File: src/rtl/block_dispatcher.sv
// block_dispatcher: kernel block scheduler between launch control and the compute cores.
// A kernel of thread_count threads is cut into ceil(thread_count/THREADS_PER_BLOCK) blocks.
// At most one block per cycle is handed to a free core. The search for a free core is
// round-robin from rr_ptr. Completion is then tracked until every core has reported back.
//
// Ports
//   clk, reset          clock; asynchronous active-low reset
//   start               kernel launch (level, sampled in IDLE)
//   abort               cancel the running kernel (ignored in IDLE)
//   thread_count        total threads, latched at launch
//   core_done           per-core block-complete pulse
//   core_start          per-core one-cycle start pulse
//   core_reset          per-core active-high reset: high out of reset, and for one cycle on abort
//   core_block_id       flattened block id per core (core i at [i*COUNT_W +: COUNT_W])
//   core_thread_count   flattened thread count per core (core i at [i*TPB_W +: TPB_W])
//   blocks_issued       blocks issued for the current kernel
//   busy, done          kernel status

// Per-core slot: start pulse, busy flag and the block descriptor last issued to it.
module block_dispatcher_core #(
  parameter int ID_W  = 16,
  parameter int CNT_W = 3
) (
  input  logic             clk,
  input  logic             reset,
  input  logic             issue,
  input  logic             flush,
  input  logic             core_done,
  input  logic [ID_W-1:0]  id_in,
  input  logic [CNT_W-1:0] cnt_in,
  output logic             start_pulse,
  output logic             busy,
  output logic [ID_W-1:0]  block_id,
  output logic [CNT_W-1:0] thread_cnt
);
  always_ff @(posedge clk or negedge reset) begin
    if (!reset) begin
      start_pulse <= 1'b0;
      busy        <= 1'b0;
      block_id    <= '0;
      thread_cnt  <= '0;
    end else begin
      start_pulse <= issue;
      // An issue only ever targets an idle core, so issue and core_done never meet on a busy slot.
      if (flush)          busy <= 1'b0;
      else if (issue)     busy <= 1'b1;
      else if (core_done) busy <= 1'b0;
      if (issue) begin
        block_id   <= id_in;
        thread_cnt <= cnt_in;
      end
    end
  end
endmodule

module block_dispatcher #(
  parameter int NUM_CORES         = 4,
  parameter int THREADS_PER_BLOCK = 4,
  parameter int COUNT_W           = 16,
  // Derived value: leave this at its default.
  parameter int TPB_W             = $clog2(THREADS_PER_BLOCK) + 1
) (
  input  logic                         clk,
  input  logic                         reset,
  input  logic                         start,
  input  logic                         abort,
  input  logic [COUNT_W-1:0]           thread_count,
  input  logic [NUM_CORES-1:0]         core_done,
  output logic [NUM_CORES-1:0]         core_start,
  output logic [NUM_CORES-1:0]         core_reset,
  output logic [NUM_CORES*COUNT_W-1:0] core_block_id,
  output logic [NUM_CORES*TPB_W-1:0]   core_thread_count,
  output logic [COUNT_W-1:0]           blocks_issued,
  output logic                         busy,
  output logic                         done
);
  localparam int LOG_TPB = $clog2(THREADS_PER_BLOCK);
  localparam int PTR_W   = (NUM_CORES > 1) ? $clog2(NUM_CORES) : 1;
  localparam int WIDE_W  = COUNT_W + LOG_TPB + 1;

  generate
    if (THREADS_PER_BLOCK < 1 || (THREADS_PER_BLOCK & (THREADS_PER_BLOCK - 1)) != 0) begin : g_bad_tpb
      $error("THREADS_PER_BLOCK must be a power of two");
    end
    if (NUM_CORES < 1 || NUM_CORES > 32) begin : g_bad_nc
      $error("NUM_CORES must be in 1..32");
    end
  endgenerate

  typedef enum logic [1:0] {S_IDLE, S_DISPATCH, S_DRAIN, S_DONE} state_t;

  state_t                             state, state_n;
  logic [COUNT_W-1:0]                 tc;
  logic [COUNT_W:0]                   nb, nb_calc;
  logic [COUNT_W-1:0]                 next_id;
  logic [PTR_W-1:0]                   rr_ptr, pick;
  logic                               found, flush, last_blk;
  logic [NUM_CORES-1:0]               core_busy, issue_vec;
  logic [WIDE_W-1:0]                  remaining;
  logic [TPB_W-1:0]                   issue_cnt;
  logic [NUM_CORES-1:0][COUNT_W-1:0]  slot_id;
  logic [NUM_CORES-1:0][TPB_W-1:0]    slot_cnt;
  int                                 srch_idx;

  // Block count uses one extra bit so thread_count near full scale cannot wrap.
  assign nb_calc  = ({1'b0, thread_count} + (COUNT_W+1)'(THREADS_PER_BLOCK - 1)) >> LOG_TPB;
  assign flush    = abort && (state != S_IDLE);
  assign last_blk = ({1'b0, next_id} == (nb - (COUNT_W+1)'(1)));

  // Threads left from the next block onward; a full block unless this is a short tail.
  assign remaining = WIDE_W'(tc) - (WIDE_W'(next_id) << LOG_TPB);
  assign issue_cnt = (remaining >= WIDE_W'(THREADS_PER_BLOCK)) ? TPB_W'(THREADS_PER_BLOCK)
                                                                : remaining[TPB_W-1:0];

  // First idle core at or after rr_ptr, with wrap. Uses the registered busy flags,
  // so a core freed this cycle is only seen on the next one.
  always_comb begin
    found    = 1'b0;
    pick     = '0;
    srch_idx = 0;
    for (int j = 0; j < NUM_CORES; j++) begin
      srch_idx = int'(rr_ptr) + j;
      if (srch_idx >= NUM_CORES) srch_idx = srch_idx - NUM_CORES;
      if (!found && !core_busy[PTR_W'(srch_idx)]) begin
        found = 1'b1;
        pick  = PTR_W'(srch_idx);
      end
    end
  end

  always_comb begin
    issue_vec = '0;
    if (state == S_DISPATCH && found && !flush) issue_vec[pick] = 1'b1;
  end

  always_comb begin
    state_n = state;
    case (state)
      S_IDLE:     if (start) state_n = (thread_count == '0) ? S_DONE : S_DISPATCH;
      S_DISPATCH: if (found && last_blk) state_n = S_DRAIN;
      S_DRAIN:    if (core_busy == '0) state_n = S_DONE;
      S_DONE:     if (!start) state_n = S_IDLE;
      default:    state_n = S_IDLE;
    endcase
    if (flush) state_n = S_IDLE;
  end

  always_ff @(posedge clk or negedge reset) begin
    if (!reset) begin
      state         <= S_IDLE;
      tc            <= '0;
      nb            <= '0;
      next_id       <= '0;
      rr_ptr        <= '0;
      blocks_issued <= '0;
      busy          <= 1'b0;
      done          <= 1'b0;
      core_reset    <= '1;
    end else begin
      state      <= state_n;
      core_reset <= {NUM_CORES{flush}};
      busy       <= (state_n == S_DISPATCH) || (state_n == S_DRAIN);
      // done follows the DONE state one edge late. It stays up while start is held.
      // If start is already low, done is a single-cycle pulse.
      done       <= !flush && (state == S_DONE) && (start || !done);
      if (state == S_IDLE && start) begin
        tc            <= thread_count;
        nb            <= nb_calc;
        next_id       <= '0;
        blocks_issued <= '0;
      end
      if (issue_vec != '0) begin
        next_id       <= next_id + COUNT_W'(1);
        blocks_issued <= blocks_issued + COUNT_W'(1);
        rr_ptr        <= (pick == PTR_W'(NUM_CORES - 1)) ? '0 : pick + PTR_W'(1);
      end
    end
  end

  for (genvar i = 0; i < NUM_CORES; i++) begin : g_core
    block_dispatcher_core #(
      .ID_W  (COUNT_W),
      .CNT_W (TPB_W)
    ) u_core (
      .clk         (clk),
      .reset       (reset),
      .issue       (issue_vec[i]),
      .flush       (flush),
      .core_done   (core_done[i]),
      .id_in       (next_id),
      .cnt_in      (issue_cnt),
      .start_pulse (core_start[i]),
      .busy        (core_busy[i]),
      .block_id    (slot_id[i]),
      .thread_cnt  (slot_cnt[i])
    );
  end

  assign core_block_id     = slot_id;
  assign core_thread_count = slot_cnt;
endmodule
File: config.mk
export PLATFORM = sky130hd
export DESIGN_NAME = block_dispatcher
export DESIGN_NICKNAME = d
export VERILOG_FILES = /design/src/rtl/block_dispatcher.sv
export SDC_FILE = /design/constraint.sdc
export NUM_CORES = 1
export LEC_CHECK = 0
export CORE_ASPECT_RATIO = 1.2
export CORE_MARGIN = 2
export CORE_UTILIZATION = 40
export DETAILED_ROUTE_END_ITERATION = 7
export PLACE_DENSITY = 0.7
export SYNTH_ARGS = -nofsm -noshare
export SYNTH_HDL_FRONTEND = slang
export SYNTH_SLANG_ARGS = --single-unit
export TNS_END_PERCENT = 30
File: constraint.sdc
create_clock -name clk -period 3.2 [get_ports clk]
set_input_delay 0.32 -clock clk [delete_from_list [all_inputs] [get_ports clk]]
set_output_delay 0.32 -clock clk [all_outputs]
set_load 0.03 [all_outputs]
==> results of run 1 <==
[stage by stage]
step                cell area [um2]  std cells  total power [mW]   util
floorplan                      7680        833              3.81      -
global placement               9270       1195              4.52  0.492
detailed placement             9270       1195              4.56  0.492
CTS                            9850       1227              6.54  0.522
global route                   9860       1228              6.90  0.523
finish                         9860       1228              6.53  0.523
[flip-flops by register name, indices dropped and copies added, names as in the netlist]
signal and flops:
rr_ptr 2, blocks_issued 16, g_core.u_core.thread_cnt 12, next_id 16
done 1, g_core.u_core.start_pulse 4, core_reset 1, busy 1
g_core.u_core.block_id 64, state 2, g_core.u_core.busy 4, nb 15
tc 16
[layer usage]
| layer | vias to the layer above | global-route usage | part of all wire |
|---|---|---|---|
| li1 | 3142 | - | - |
| met1 | 3077 | 0.275 | 0.43 |
| met2 | 216 | 0.336 | 0.49 |
| met3 | 36 | 0.0370 | 0.055 |
| met4 | 0 | 0.0760 | 0.029 |
| met5 | - | 0 | 0 |
[how the worst max path moves through the flow]
stage	endpoint	cells past startpoint	slack [ns]	start
final	g_core[2].u_core.thread_cnt[0]	10	0.22	next_id[2]
after global routing	blocks_issued[3]	11	0.01	rr_ptr[1]
after CTS	g_core[2].u_core.thread_cnt[0]	10	0.18	next_id[2]
after detailed placement	g_core[2].u_core.thread_cnt[2]	10	0.22	next_id[2]
after global placement	g_core[1].u_core.thread_cnt[2]	10	0.32	next_id[2]
after floorplan	g_core[2].u_core.thread_cnt[2]	11	0.32	next_id[2]
[cell usage in the layout (no fill, tap or decap), types with 5 or more instances in the layout]
cell type	Yosys	final
dfrtp_1	153	153
and3_1	14	14
ha_1	21	21
inv_6	0	7
mux2i_1	14	14
o21a_1	6	6
nand4_1	20	20
mux2_2	13	13
nor2b_1	5	5
nand2b_1	11	10
buf_4	7	24
clkdlybuf4s50_1	0	124
o22a_1	5	5
a21oi_1	14	14
nor4_1	10	9
o21ai_0	130	130
xor2_1	15	15
nor2_1	38	38
or3_1	5	5
xnor2_1	22	22
nor3_1	10	10
nand3_1	24	24
nand2_1	171	171
clkbuf_16	0	17
inv_1	30	30
[cells by family after synthesis]
group	share of synthesized area
AO/OA/AOI/OAI	0.141
XOR/XNOR	0.0422
buffers and inverters	0.0394
adder cells (fa/ha/maj)	0.0368
multiplexers	0.0387
AND/OR/NAND/NOR	0.200
flip-flops	0.502
[cell usage after synthesis (all sizes together) (2+ instances only)]
| cell | number | share of area |
|---|---|---|
| or3 | 5 | 0.0041 |
| nor2b | 5 | 0.0041 |
| nand3 | 24 | 0.016 |
| buf | 10 | 0.0086 |
| a21oi | 14 | 0.0091 |
| o22a | 5 | 0.0057 |
| a41oi | 2 | 0.0023 |
| o21ai | 133 | 0.087 |
| inv | 30 | 0.015 |
| and3 | 14 | 0.011 |
| clkbuf | 33 | 0.016 |
| o22ai | 4 | 0.0041 |
| nand2b | 11 | 0.0090 |
| nand4 | 20 | 0.016 |
| mux2 | 14 | 0.021 |
| a31oi | 4 | 0.0033 |
| or4 | 2 | 0.0024 |
| dfrtp | 153 | 0.50 |
| nor3 | 12 | 0.0091 |
| a211oi | 3 | 0.0029 |
| nor2 | 38 | 0.019 |
| nand4b | 2 | 0.0023 |
| xor2 | 15 | 0.017 |
| a21o | 4 | 0.0039 |
| and2 | 4 | 0.0033 |
| o21a | 6 | 0.0059 |
| ha | 21 | 0.034 |
| xnor2 | 22 | 0.025 |
| nand3b | 4 | 0.0039 |
| nand2 | 171 | 0.084 |
| nor4 | 11 | 0.0098 |
| o211a | 2 | 0.0026 |
| mux2i | 14 | 0.018 |
| o31ai | 3 | 0.0029 |
[timing repair]
| action | in CTS | in global routing |
|---|---|---|
| setup buffers | 0 | 1 |
| gates resized for setup | 0 | 1 |
| endpoints found under the setup margin | 0 | 12 |
[layout make-up]
| type | count | area (um2) |
|---|---|---|
| Inverter | 30 | 113 |
| Timing Repair Buffer | 150 | 1450 |
| Tap cell | 256 | 320 |
| Clock buffer | 17 | 425 |
| Multi-Input combinational cell | 606 | 3540 |
| Sequential cell | 154 | 3850 |
| Clock inverter | 15 | 154 |
| Fill cell | 1732 | 9000 |
[where the power goes]
group	total [mW]	internal, mW	switching [mW]	leakage (nW)
Combinational	2.15	0.844	1.30	1.98
Sequential	2.40	2.18	0.224	2.06
Clock	1.98	1.10	0.885	0.273
==> out/results.txt, run 1 <==
RSZ-0062 raised after global routing - no
Root Buffer - clkbuf_16
Initial core utilization - 0.408
Crit. End Element - register
Kind of start point of the critical path - register
Tmin final - 2.98 ns
Routed WL per cell - 16.7 um
P_leak - 4.32 nW
Clk buf depth - 2
Standard-cell row count - 55
Hold Violations, Final - 40
Dpl hpwl - 14900 um
WHS - -0.0265 ns
Count of different cell masters after synthesis - 60
Syn nets - 879
Clock skew - 0.00768 ns
Peak supply drop - 0.466 mV
Pin count of the biggest net entering global routing - 88
Register area share after synthesis - 0.502
P&R area growth vs syn - 28.3%
Initial antenna violation count - 0
Critical Path RT - 3.53 ns
CTS tree - built
Crit-path max cell delay - 0.48 ns
Vias per cell - 5.27
Ant. Diodes - 0
Routability Congestion - 0.932
IO buf count - 125
Start of the worst register-to-register path - next_id[2]
Die X - 131 um
Vias post-DR - 6471
Vias in the first global route - 6088
Worst Hold Class - in2async
Slowest CP cell - dfrtp_1
Die Ht - 156 um
Final wirelength - 20500 um
Total congestion overflow - 0
Syn_area_per_cell - 9.23 um2
I/O pin count - 126
Max Freq - 0.335 GHz
R2r endpoint - g_core[2].u_core.thread_cnt[0]
Final Cycle Share - 0.932
CTS Hold Bufs - 0
Failing checks - hold timing
Setup total negative slack - 0 ns
Outcome - finished, violations left
Cell count after synthesis - 833
R2R Setup Slk - 0.22 ns
Setup violators final - 0
H-tree levels - 4
YS warnings - 0
Critical path's top delay family - compound AO/OA/AOI/OAI gates
Die Area - 20300 um2
Clock Sinks - 154
Setup WS pre-CTS - 0.218 ns
Post-layout net count - 1005
Max-cap viol count - 0
DRC - 0
Synth Cell Area - 7680 um2
DRT iter0 DRCs - 393
Share of cells above drive strength 1 - 0.0844
Ys flop type - dfrtp_1
Clock transition at the registers of the reported paths - 0.07 ns
Worst slew pin tran - 0.815 ns
GRT Total Usage - 0.206
Slew HR - 0.457
Drt pass-1 iters - 5
Num CTS Buffers - 17
First-pass GRT wire length - 32500 um
Routed Antenna Nets - 0
Synthesized flop and latch total - 154
Reg2Reg Depth - 10
Fin worst setup slack - 0.217 ns
Total power per unit cell area - 663 nW/um2
Critical Path Fanout Max - 12
Crit path DAT - 3.31 ns
Worst path bufs/invs - 2
Ordered list of cells on the worst path - inv_1, ha_1, o21ai_1, o21ai_2, or3b_2, a311oi_1, mux2i_1, buf_4, nand4_1, o21ai_0
Core ar. - 18900 um2
Max-slew violation count - 0
EDFF count, synth - 0
Critical setup path kind - reg2reg
Ys async rst share - 1.00
Worst-Skew Late Latency - 0.42 ns
No activity file was read; power rests on OpenSTA's default activity.
==> inputs of run 2 (changes only) <==
Settings changed: CORE_ASPECT_RATIO 1.2 to 2, CORE_UTILIZATION 40 to 52, PLACE_DENSITY 0.7 to 0.85.
==> out/results.txt, run 2 (synthesis results as in run 1) <==
Clk buf depth - 2 (unchanged)
Die Area - 15800 um2 (was 20300 um2)
Final Total Pwr - 6.60 mW (was 6.53 mW)
Slew HR - 0.476 (was 0.457)
Cell Int Power - 4.16 mW (was 4.12 mW)
Standard-cell row count - 62 (was 55)
First-pass GRT wire length - 34800 um (was 32500 um)
Critical Path RT - 3.51 ns (was 3.53 ns)
R2r endpoint - g_core[2].u_core.thread_cnt[2] (was g_core[2].u_core.thread_cnt[0])
Setup violators final - 0 (unchanged)
Routed WL per cell - 18.7 um (was 16.7 um)
I/O pin count - 126 (unchanged)
Logic pwr share - 0.337 (was 0.328)
Total congestion overflow - 0 (unchanged)
Post-layout net count - 1008 (was 1005)
Max-slew violation count - 0 (unchanged)
RSZ-0062 raised after global routing - no (unchanged)
Critical Path Fanout Max - 12 (unchanged)
Ordered list of cells on the worst path - inv_1, ha_1, nor2b_1, o21ai_1, o21ai_2, or3b_2, a311oi_1, mux2i_1, buf_4, nand3_1, o22a_1 (was inv_1, ha_1, o21ai_1, o21ai_2, or3b_2, a311oi_1, mux2i_1, buf_4, nand4_1, o21ai_0)
Final wirelength - 21900 um (was 20500 um)
Total power per unit cell area - 673 nW/um2 (was 663 nW/um2)
Clock skew - 0.0104 ns (was 0.00768 ns)
Vias in the first global route - 6839 (was 6088)
Worst-Skew Late Latency - 0.42 ns (about the same)
Vias post-DR - 6942 (was 6471)
Setup total negative slack - 0 ns (unchanged)
Dpl hpwl - 15700 um (was 14900 um)
Final Cycle Share - 0.942 (was 0.932)
Clock Sinks - 154 (unchanged)
H-tree levels - 4 (unchanged)
Max-cap viol count - 0 (unchanged)
Die Ht - 176 um (was 156 um)
Tmin final - 3.01 ns (was 2.98 ns)
Reg with most FFs - g_core.u_core.block_id (unchanged)
CTS tree - built (unchanged)
Start of the worst register-to-register path - next_id[1] (was next_id[2])
Pin count of the biggest net entering global routing - 86 (was 88)
DRC - 0 (unchanged)
Crit. End Element - register (unchanged)
Ant. Diodes - 0 (unchanged)
Peak supply drop - 0.482 mV (was 0.466 mV)
Slowest CP cell - or3b_2 (was dfrtp_1)
P&R area growth vs syn - 27.6% (was 28.3%)
Drt pass-1 iters - 6 (was 5)
Seq pwr share - 0.366 (was 0.368)
Vias per cell - 5.95 (was 5.27)
Root Buffer - clkbuf_16 (unchanged)
DRT iter0 DRCs - 578 (was 393)
Hold Violations, Final - 0 (was 40)
Commonest non-fill, non-tap cell in the layout - nand2_1 (unchanged)
Num CTS Buffers - 17 (unchanged)
Routability Congestion - 0.969 (was 0.932)
Share of cells above drive strength 1 - 0.0862 (was 0.0844)
Max Freq - 0.332 GHz (was 0.335 GHz)
Die X - 90.0 um (was 131 um)
Number of flip-flops under the largest register name - 64 (unchanged)
Core ar. - 14400 um2 (was 18900 um2)
Initial core utilization - 0.533 (was 0.408)
Crit-path max cell delay - 0.48 ns (about the same)
Crit path DAT - 3.33 ns (was 3.31 ns)
Worst slew pin tran - 0.786 ns (was 0.815 ns)
Most frequent cells in the layout - nand2_1, dfrtp_1, o21ai_0 (unchanged)
Critical setup path kind - reg2reg (unchanged)
P_leak - 4.33 nW (was 4.32 nW)
IO buf count - 125 (unchanged)
P_sw - 2.44 mW (was 2.41 mW)
Reg2Reg Depth - 11 (was 10)
Worst Hold Class - reg2reg (was in2async)
Routed Antenna Nets - 0 (unchanged)
Clock transition at the registers of the reported paths - 0.07 ns (about the same)
Crit path from - next_id[1] (was next_id[2])
Initial antenna violation count - 0 (unchanged)
CP endpoint - g_core[2].u_core.thread_cnt[2] (was g_core[2].u_core.thread_cnt[0])
Outcome - completed (was finished, violations left)
GRT Total Usage - 0.280 (was 0.206)
R2R Setup Slk - 0.19 ns (was 0.22 ns)
Sw Share - 0.369 (about the same)
Kind of start point of the critical path - register (unchanged)
Clock power frac - 0.297 (was 0.304)
-- run 2: changes by cell type in the layout (fill, tap and decap cells not counted), sizes merged --
| cell | previous run | this run |
|---|---|---|
| buf | 26 | 28 |
| dlygate4sd3 | 0 | 1 |
| inv | 38 | 36 |
| clkbuf | 17 | 19 |
-- run 2: final cells by class --
type                       instances  area, um2
fill                            1099       4620
sequential                       154       3860
multi-input combinational        606       3540
timing repair buffer             153       1480
clock buffer                      19        443
tap                              192        240
clock inverter                    13        131
inverter                          30        113
-- run 2: what timing repair did --
item	4_1_cts	5_1_grt
hold endpoints to repair	57	0
setup endpoints to repair	0	12
buffers inserted	0	1
gates resized for setup	0	3
hold buffers	1	0
-- run 2: through the flow --
step                      instance area, um2  hold slack, ns  instances  worst slack (ns)   util
final                                   9810           0.479       1167             0.187  0.680
after detailed placement                9200           0.425       1133             0.150  0.638
after CTS                               9790           0.469       1166             0.115  0.678
after global routing                    9810           0.480       1167            0.0183  0.680
after floorplan                         7680          0.0244        833             0.320      -
after global placement                  9200           0.425       1133             0.232  0.638
-- run 2: worst min path at each step --
stage / depth (start not counted) / to / slack [ns] / startpoint
floorplan: 0 / blocks_issued[0] / 0.02 / reset
global placement: 1 / g_core[2].u_core.block_id[8] / 0.42 / reset
detailed placement: 1 / g_core[2].u_core.block_id[7] / 0.42 / reset
CTS: 1 / done / 0.47 / done
global route: 1 / done / 0.48 / done
finish: 1 / done / 0.48 / done
-- run 2: worst max-delay path: cells and delay by family, from the launching register on --
family          cells  cell delay (ns)
mux                 1             0.25
compound gates      4             0.84
buf+inv             2             0.35
flops               1             0.47
simple gates        3             0.69
fa+ha+maj           1             0.29
-- run 2: per-layer routing --
metal / vias up / part of all wire / GRT usage / wire [um]
li1: 3150 / - / - / -
met1: 3355 / 0.35 / 0.294 / 7700
met2: 331 / 0.52 / 0.506 / 11500
met3: 106 / 0.056 / 0.0489 / 1230
met4: 0 / 0.068 / 0.190 / 1480
met5: - / 0 / 0 / 0
-- run 2: power groups by stage --
stage,clock (mW),combinational [mW],sequential (mW)
3_5_place_dp,0,2.16,2.44
4_1_cts,1.97,2.19,2.41
2_1_floorplan,0,1.25,2.56
5_1_grt,2.06,2.41,2.44
6_report,1.96,2.22,2.42
3_3_place_gp,0,2.11,2.42
